`src/rtl/operand_sequencer_pkg.sv`:
```
// seq_pkg: shared types for the operand sequencer.
//   seq_state_t - FSM state encoding (IDLE is the all-zero reset encoding)
//   err_code_t  - error code reported on err_code
package seq_pkg;

  typedef enum logic [2:0] {
    ST_IDLE     = 3'd0,
    ST_LOAD     = 3'd1,
    ST_WAIT     = 3'd2,
    ST_VALIDATE = 3'd3,
    ST_RUN      = 3'd4,
    ST_READY    = 3'd5,
    ST_ERROR    = 3'd6
  } seq_state_t;

  typedef enum logic [1:0] {
    ERR_NONE    = 2'd0,
    ERR_VAL     = 2'd1,
    ERR_TIMEOUT = 2'd2,
    ERR_ABORT   = 2'd3
  } err_code_t;

endpackage

```
`src/rtl/operand_sequencer_if.sv`:
```
// operand_sequencer_if: control handshake between the sequencer and its
// surroundings.
//   inputs to the sequencer : load, start, abort, done, error
//   outputs of the sequencer: load_en[NUM_OPERANDS], val, op_en, ready,
//                             error_out, err_code, op_idx[IDX_W], busy
//   modport slave  - the sequencer side
//   modport master - the side driving commands and observing status
interface operand_sequencer_if
  import seq_pkg::*;
#(
  parameter int NUM_OPERANDS = 2
);

  localparam int IDX_W = $clog2(NUM_OPERANDS + 1);

  logic                    load;
  logic                    start;
  logic                    abort;
  logic                    done;
  logic                    error;
  logic [NUM_OPERANDS-1:0] load_en;
  logic                    val;
  logic                    op_en;
  logic                    ready;
  logic                    error_out;
  err_code_t               err_code;
  logic [IDX_W-1:0]        op_idx;
  logic                    busy;

  modport slave (
    input  load, start, abort, done, error,
    output load_en, val, op_en, ready, error_out, err_code, op_idx, busy
  );

  modport master (
    output load, start, abort, done, error,
    input  load_en, val, op_en, ready, error_out, err_code, op_idx, busy
  );

endinterface

```
`src/rtl/operand_sequencer_run_timer.sv`:
```
// run_timer: counts cycles while enabled, cleared whenever clear is high.
// tc flags the cycle in which the count equals TIMEOUT-1; with TIMEOUT=0
// tc is tied low so the run never times out.
//   clk, rst (async active-low), clear, enable -> tc
module run_timer #(
  parameter int TIMEOUT = 255
) (
  input  logic clk,
  input  logic rst,
  input  logic clear,
  input  logic enable,
  output logic tc
);

  // Count only needs to reach TIMEOUT-1 before the run is forced out.
  localparam int CNT_W = (TIMEOUT > 1) ? $clog2(TIMEOUT) : 1;

  logic [CNT_W-1:0] count;

  // Cycle counter: async reset, clear has priority over counting.
  always_ff @(posedge clk or negedge rst) begin
    if (!rst) begin
      count <= '0;
    end else if (clear) begin
      count <= '0;
    end else if (enable) begin
      count <= count + CNT_W'(1);
    end else begin
      count <= count;
    end
  end

  generate
    if (TIMEOUT == 0) begin : g_no_timeout
      assign tc = 1'b0;
    end else begin : g_timeout
      assign tc = enable && (count == CNT_W'(TIMEOUT - 1));
    end
  endgenerate

endmodule

```
`src/rtl/operand_sequencer.sv`:
```
// operand_sequencer: loads NUM_OPERANDS operands via one-hot load strobes,
// waits for start, validates for one cycle, enables the operation unit until
// done (or timeout/abort) and reports ready or an error code.
//   clk, rst (async active-low)
//   bus (slave): load/start/abort/done/error in;
//                load_en/val/op_en/ready/error_out/err_code/op_idx/busy out
// All outputs are registered copies of the next-state decode, so they track
// the state register cycle for cycle.
module operand_sequencer
  import seq_pkg::*;
#(
  parameter int NUM_OPERANDS = 2,
  parameter int TIMEOUT      = 255
) (
  input  logic                clk,
  input  logic                rst,
  operand_sequencer_if.slave  bus
);

  localparam int IDX_W = $clog2(NUM_OPERANDS + 1);

  seq_state_t              state;
  seq_state_t              state_next;
  logic [NUM_OPERANDS-1:0] load_en;
  logic [NUM_OPERANDS-1:0] load_en_next;
  logic [IDX_W-1:0]        op_idx;
  logic [IDX_W-1:0]        op_idx_next;
  logic [IDX_W-1:0]        op_idx_inc;
  err_code_t               err_code;
  err_code_t               err_code_next;
  logic                    val;
  logic                    op_en;
  logic                    ready;
  logic                    error_out;
  logic                    busy;
  logic                    timer_tc;

  assign op_idx_inc = op_idx + IDX_W'(1);

  // Timer restarts at 0 on every RUN entry because it is held clear elsewhere.
  run_timer #(
    .TIMEOUT (TIMEOUT)
  ) u_run_timer (
    .clk    (clk),
    .rst    (rst),
    .clear  (state != ST_RUN),
    .enable (state == ST_RUN),
    .tc     (timer_tc)
  );

  // Next-state, next-strobe, operand counter and error code decode.
  always_comb begin
    state_next    = state;
    load_en_next  = '0;
    op_idx_next   = op_idx;
    err_code_next = err_code;
    case (state)
      ST_IDLE, ST_READY, ST_ERROR: begin
        if (bus.load) begin
          load_en_next  = NUM_OPERANDS'(1);
          op_idx_next   = IDX_W'(1);
          err_code_next = ERR_NONE;
          state_next    = (NUM_OPERANDS == 1) ? ST_WAIT : ST_LOAD;
        end else begin
          state_next = state;
        end
      end
      ST_LOAD: begin
        if (bus.abort) begin
          err_code_next = ERR_ABORT;
          state_next    = ST_ERROR;
        end else if (bus.load) begin
          load_en_next = NUM_OPERANDS'(1) << op_idx;
          op_idx_next  = op_idx_inc;
          state_next   = (op_idx_inc == IDX_W'(NUM_OPERANDS)) ? ST_WAIT : ST_LOAD;
        end else begin
          state_next = ST_LOAD;
        end
      end
      ST_WAIT: begin
        // load is deliberately ignored here, even alongside start.
        if (bus.abort) begin
          err_code_next = ERR_ABORT;
          state_next    = ST_ERROR;
        end else if (bus.start) begin
          state_next = ST_VALIDATE;
        end else begin
          state_next = ST_WAIT;
        end
      end
      ST_VALIDATE: begin
        if (bus.abort) begin
          err_code_next = ERR_ABORT;
          state_next    = ST_ERROR;
        end else if (bus.error) begin
          err_code_next = ERR_VAL;
          state_next    = ST_ERROR;
        end else begin
          state_next = ST_RUN;
        end
      end
      ST_RUN: begin
        // Priority: abort, then done, then timeout.
        if (bus.abort) begin
          err_code_next = ERR_ABORT;
          state_next    = ST_ERROR;
        end else if (bus.done) begin
          state_next = ST_READY;
        end else if (timer_tc) begin
          err_code_next = ERR_TIMEOUT;
          state_next    = ST_ERROR;
        end else begin
          state_next = ST_RUN;
        end
      end
      default: begin
        state_next    = ST_IDLE;
        op_idx_next   = '0;
        err_code_next = ERR_NONE;
      end
    endcase
  end

  // State and registered outputs; outputs decode the state being entered.
  always_ff @(posedge clk or negedge rst) begin
    if (!rst) begin
      state     <= ST_IDLE;
      load_en   <= '0;
      op_idx    <= '0;
      err_code  <= ERR_NONE;
      val       <= 1'b0;
      op_en     <= 1'b0;
      ready     <= 1'b0;
      error_out <= 1'b0;
      busy      <= 1'b0;
    end else begin
      state     <= state_next;
      load_en   <= load_en_next;
      op_idx    <= op_idx_next;
      err_code  <= err_code_next;
      val       <= (state_next == ST_VALIDATE);
      op_en     <= (state_next == ST_RUN);
      ready     <= (state_next == ST_READY);
      error_out <= (state_next == ST_ERROR);
      busy      <= (state_next == ST_LOAD) || (state_next == ST_WAIT) ||
                   (state_next == ST_VALIDATE) || (state_next == ST_RUN);
    end
  end

  assign bus.load_en   = load_en;
  assign bus.op_idx    = op_idx;
  assign bus.err_code  = err_code;
  assign bus.val       = val;
  assign bus.op_en     = op_en;
  assign bus.ready     = ready;
  assign bus.error_out = error_out;
  assign bus.busy      = busy;

endmodule

```
`src/flat_wrapper.sv`:
```
// flat-port wrapper written by rule: the top's interface ports become plain ports
module operand_sequencer_flat import seq_pkg::*;
#(
  parameter int NUM_OPERANDS = 2,
  parameter int TIMEOUT      = 255
)
  (clk, rst, bus_load, bus_start, bus_abort, bus_done, bus_error, bus_load_en, bus_val, bus_op_en, bus_ready, bus_error_out, bus_err_code, bus_op_idx, bus_busy);
  operand_sequencer_if #(.NUM_OPERANDS(NUM_OPERANDS)) bus_i ();
  input  logic clk;
  input  logic rst;
  input wire logic [$bits(bus_i.load)-1:0] bus_load;
  input wire logic [$bits(bus_i.start)-1:0] bus_start;
  input wire logic [$bits(bus_i.abort)-1:0] bus_abort;
  input wire logic [$bits(bus_i.done)-1:0] bus_done;
  input wire logic [$bits(bus_i.error)-1:0] bus_error;
  output wire logic [$bits(bus_i.load_en)-1:0] bus_load_en;
  output wire logic [$bits(bus_i.val)-1:0] bus_val;
  output wire logic [$bits(bus_i.op_en)-1:0] bus_op_en;
  output wire logic [$bits(bus_i.ready)-1:0] bus_ready;
  output wire logic [$bits(bus_i.error_out)-1:0] bus_error_out;
  output wire logic [$bits(bus_i.err_code)-1:0] bus_err_code;
  output wire logic [$bits(bus_i.op_idx)-1:0] bus_op_idx;
  output wire logic [$bits(bus_i.busy)-1:0] bus_busy;
  assign bus_i.load = bus_load;
  assign bus_i.start = bus_start;
  assign bus_i.abort = bus_abort;
  assign bus_i.done = bus_done;
  assign bus_i.error = bus_error;
  assign bus_load_en = bus_i.load_en;
  assign bus_val = bus_i.val;
  assign bus_op_en = bus_i.op_en;
  assign bus_ready = bus_i.ready;
  assign bus_error_out = bus_i.error_out;
  assign bus_err_code = bus_i.err_code;
  assign bus_op_idx = bus_i.op_idx;
  assign bus_busy = bus_i.busy;
  operand_sequencer #(.NUM_OPERANDS(NUM_OPERANDS), .TIMEOUT(TIMEOUT)) u_core (.clk(clk), .rst(rst), .bus(bus_i));
endmodule
```
`config.mk`:
```
export PLATFORM = sky130hd
export DESIGN_NAME = operand_sequencer_flat
export DESIGN_NICKNAME = d
export VERILOG_FILES = /design/src/rtl/operand_sequencer_pkg.sv /design/src/rtl/operand_sequencer_if.sv /design/src/rtl/operand_sequencer_run_timer.sv /design/src/rtl/operand_sequencer.sv /design/src/flat_wrapper.sv
export SDC_FILE = /design/constraint.sdc
export NUM_CORES = 1
export LEC_CHECK = 0
export ABC_AREA = 1
export CELL_PAD_IN_SITES_DETAIL_PLACEMENT = 1
export CELL_PAD_IN_SITES_GLOBAL_PLACEMENT = 2
export CORE_ASPECT_RATIO = 0.75
export CORE_MARGIN = 3
export CORE_UTILIZATION = 32
export CTS_CLUSTER_DIAMETER = 120
export DETAILED_ROUTE_END_ITERATION = 10
export PLACE_DENSITY = 0.77
export REMOVE_ABC_BUFFERS = 1
export SKIP_LAST_GASP = 1
export SLEW_MARGIN = 30
export SYNTH_ARGS = -nofsm -noshare
export SYNTH_HDL_FRONTEND = slang
export SYNTH_SLANG_ARGS = --single-unit
```
`constraint.sdc`:
```
create_clock -name clk -period 2 [get_ports clk]
set_clock_uncertainty 0.15 [all_clocks]
set_input_delay 0.2 -clock clk [delete_from_list [all_inputs] [get_ports clk]]
set_output_delay 0.2 -clock clk [all_outputs]
set_load 0.01 [all_outputs]
```
==> key figures <==
Outcome
  • Status: finished, final reports clean

CTS
  • Resize count post-CTS: 0
  • Post-CTS Setup Inserts: 0
  • CTS root buf: clkbuf_8
  • CTS sink count: 22
  • CTS Hold Bufs: 0
  • Worst-path clk slew: 90 ps
  • Skew-Pair Late Insertion Delay: 270 ps
  • Num CTS Buffers: 3
  • H-Tree Level Count: 1
  • CTS tree: done
  • Clock Path Buffers: 2

Pwr
  • Static Leak: 0.720 nW
  • Power Dens Cells: 1440 mW/mm^2
  • Peak VDD IR: 0.591 mV

Final layout
  • Share of cells above drive strength 1: 20.1%
  • Most frequent cells in the layout: nand2_1 (24), dfrtp_1 (22), nor2_1 (18), clkdlybuf4s50_1 (17), inv_1 (15)
  • Most common cell after layout, fill and taps aside: nand2_1
  • Area grow syn2layout: 22.3%
  • Final Net Count: 181
  • ANT cells: 0

Floorplanning
  • Core area: 0.00373 mm^2
  • IO Count: 18
  • Die Wd: 78.6 um
  • Chip Height: 60.5 um
  • DIE AREA: 0.00475 mm^2
  • Initial core utilization: 33.9%
  • Site row count: 19

Critical path
  • CP max FO: 9
  • Crit. End Element: flop
  • CP max stage delay: 600 ps
  • CP required: 2000 ps
  • Cell breakdown of the critical path: nor2_2 > nand2_4 > inv_6 > nor3_2 > nand3_1 > nand2_1 > o21ai_1
  • Worst path arrival time: 1720 ps
  • CP max-delay cell: dfrtp_1
  • Worst setup SP type: flop
  • Crit Path Class: reg2reg

Placed design
  • I/O Buffers: 17
  • RD Place Congestion: 0.808
  • Post-DP HPWL: 2420 um

Drt
  • Vias per inst: 4.66
  • Via count: 1029
  • Routed len/inst: 13.8 um
  • DR pass1 iterations: 4
  • Remaining DRCs: 0
  • Post-route ant nets: 0
  • Iteration-0 DRC Markers: 57
  • Post-Route WL: 3040 um

STA
  • Post-route setup TNS: 0 ps
  • Shortest period the worst path allows: 1720 ps
  • Final setup fails: 0
  • Worst-Margin Slew: 418 ps
  • Pins over their slew limit: 0
  • RSZ-0062 raised after global routing: no
  • Final critical-path share of the clock period: 86.0%
  • Max-slew headroom: 72.1%
  • Hold WS: 120 ps
  • Max Freq: 582 MHz
  • Final hold viol count: 0

Global route
  • Congestion Overflow GR: 0
  • Global-route wire length before repair: 5330 um
  • Tot GR Track Use: 14.4%
  • Largest net degree at the start of global routing: 23
  • Antenna violations before repair: 0
  • Vias in the first global route: 1079

Logic synthesis
  • Number of synthesis warnings: 0
  • Yosys reg bits: 22
  • Post-synthesis xor/xnor area fraction: 1.38%
  • Yosys top cell area share: 43.5%
  • Most used DFF post-synth: dfrtp_1
  • Synth cell types: 24
  • Cells after Synth: 149
  • Simple-gate portion of the synthesized area: 37.5%
  • Synth top area cells: dfrtp_1 (44%), nand2_1 (7.1%), nor2_1 (5.3%), nand3_2 (4.7%), inv_1 (4.5%)
  • Mean area per synthesized cell: 8.49 um^2
  • Post-synthesis compound-gate area fraction: 5.14%
  • Ys async rst share: 100%
  • Number of flops mapped to enable cells by yosys: 0
  • Mux contribution to synthesized area: 0%
  • Sequential cell area fraction in the yosys report: 43.5%
  • Dominant cell type by area after synthesis: dfrtp_1
  • Post-Synth Adder-Cell Area: 3.96%
  • Syn Std Cell Area: 0.00126 mm^2
  • Largest family of logic cells by synthesized area: simple AND/OR/NAND/NOR gates

Min path
  • Hold Crit Class: in2async

Job
  • Max cap viols: 0
-- sequential cells by signal, summed over array words and instances, names as in the netlist --
register	flops
u_core.bus.busy	1
u_core.bus.err_code	2
u_core.bus.error_out	1
u_core.bus.load_en	2
u_core.bus.op_en	1
u_core.bus.op_idx	2
u_core.bus.ready	1
u_core.bus.val	1
u_core.state	3
u_core.u_run_timer.count	8
-- power by group --
group	switching (W)	leakage, nW	internal [W]
sequential	0.000139	0.291	0.000575
clock	0.000150	0.0288	0.000176
combinational	0.000739	0.400	0.000455
total	0.00103	0.720	0.00121
-- stage by stage --
stage | total power [W] | cells | area (um^2) | setup slack [ps] | util, %
after global routing | 0.00244 | 221 | 1550 | 137 | 41.4
after detailed placement | 0.00192 | 217 | 1490 | 147 | 40.0
final | 0.00223 | 221 | 1550 | 280 | 41.4
after floorplan | 0.00151 | 147 | 1250 | 397 | -
after CTS | 0.00226 | 221 | 1550 | 285 | 41.4
after global placement | 0.00189 | 217 | 1490 | 207 | 40.0
-- kinds of logic after synthesis --
logic type,count (synthesis)
simple gates,83
flops,22
buf+inv,25
fa+ha+maj,4
xor+xnor,2
compound gates,13
-- worst paths after layout --
path	start	end	slack (ps)	cells past startpoint
setup / recovery	u_core.state[0]$_DFF_PN0_	u_core.bus.op_idx[0]$_DFFE_PN0P_	280	7
hold / removal	rst	u_core.bus.load_en[0]$_DFF_PN0_	120	2
setup reg to reg	u_core.state[0]$_DFF_PN0_	u_core.bus.op_idx[0]$_DFFE_PN0P_	280	7
hold reg to reg	u_core.bus.err_code[0]$_DFFE_PN0P_	u_core.bus.err_code[0]$_DFFE_PN0P_	330	2
max in group asynchronous	rst	u_core.bus.val$_DFF_PN0_	1340	2
min in group clk	u_core.bus.err_code[0]$_DFFE_PN0P_	u_core.bus.err_code[0]$_DFFE_PN0P_	330	2
-- critical path, delay by kind of cell, from the launching register on --
| family | cells | cell delay, ps |
|---|---|---|
| AOI/OAI and AO/OA | 1 | 60 |
| DFF | 1 | 600 |
| and+or+nand+nor | 5 | 710 |
| buffers and inverters | 1 | 70 |
-- synthesized netlist by cell type (2+ instances only) --
| cell | instances |
|---|---|
| ha_1 | 4 |
| nand3_1 | 11 |
| nand3_4 | 2 |
| nor3_2 | 2 |
| nor2_4 | 4 |
| nor2_1 | 18 |
| o21ai_1 | 3 |
| nand3_2 | 6 |
| nor2_2 | 4 |
| inv_1 | 15 |
| nand4_1 | 5 |
| xor2_1 | 2 |
| dfrtp_1 | 22 |
| nor3_1 | 3 |
| nand2_2 | 3 |
| o21ai_0 | 5 |
| nand2_1 | 24 |
| inv_2 | 6 |
| a21oi_1 | 5 |
-- metal layers --
metal	GRT usage, %	up-vias	share of wire, %
li1	-	520	-
met1	21.4	486	55
met2	21.5	21	41
met3	3.41	2	3.3
met4	2.99	0	0.92
met5	0	-	0
-- final cells by class --
| class | instances | area (um^2) |
|---|---|---|
| fill | 453 | 2190 |
| sequential | 22 | 551 |
| timing repair buffer | 18 | 178 |
| clock buffer | 4 | 55.1 |
| inverter | 23 | 91.3 |
| tap | 52 | 65.1 |
| multi-input combinational | 102 | 607 |
Power figures use the tool's default switching activity.
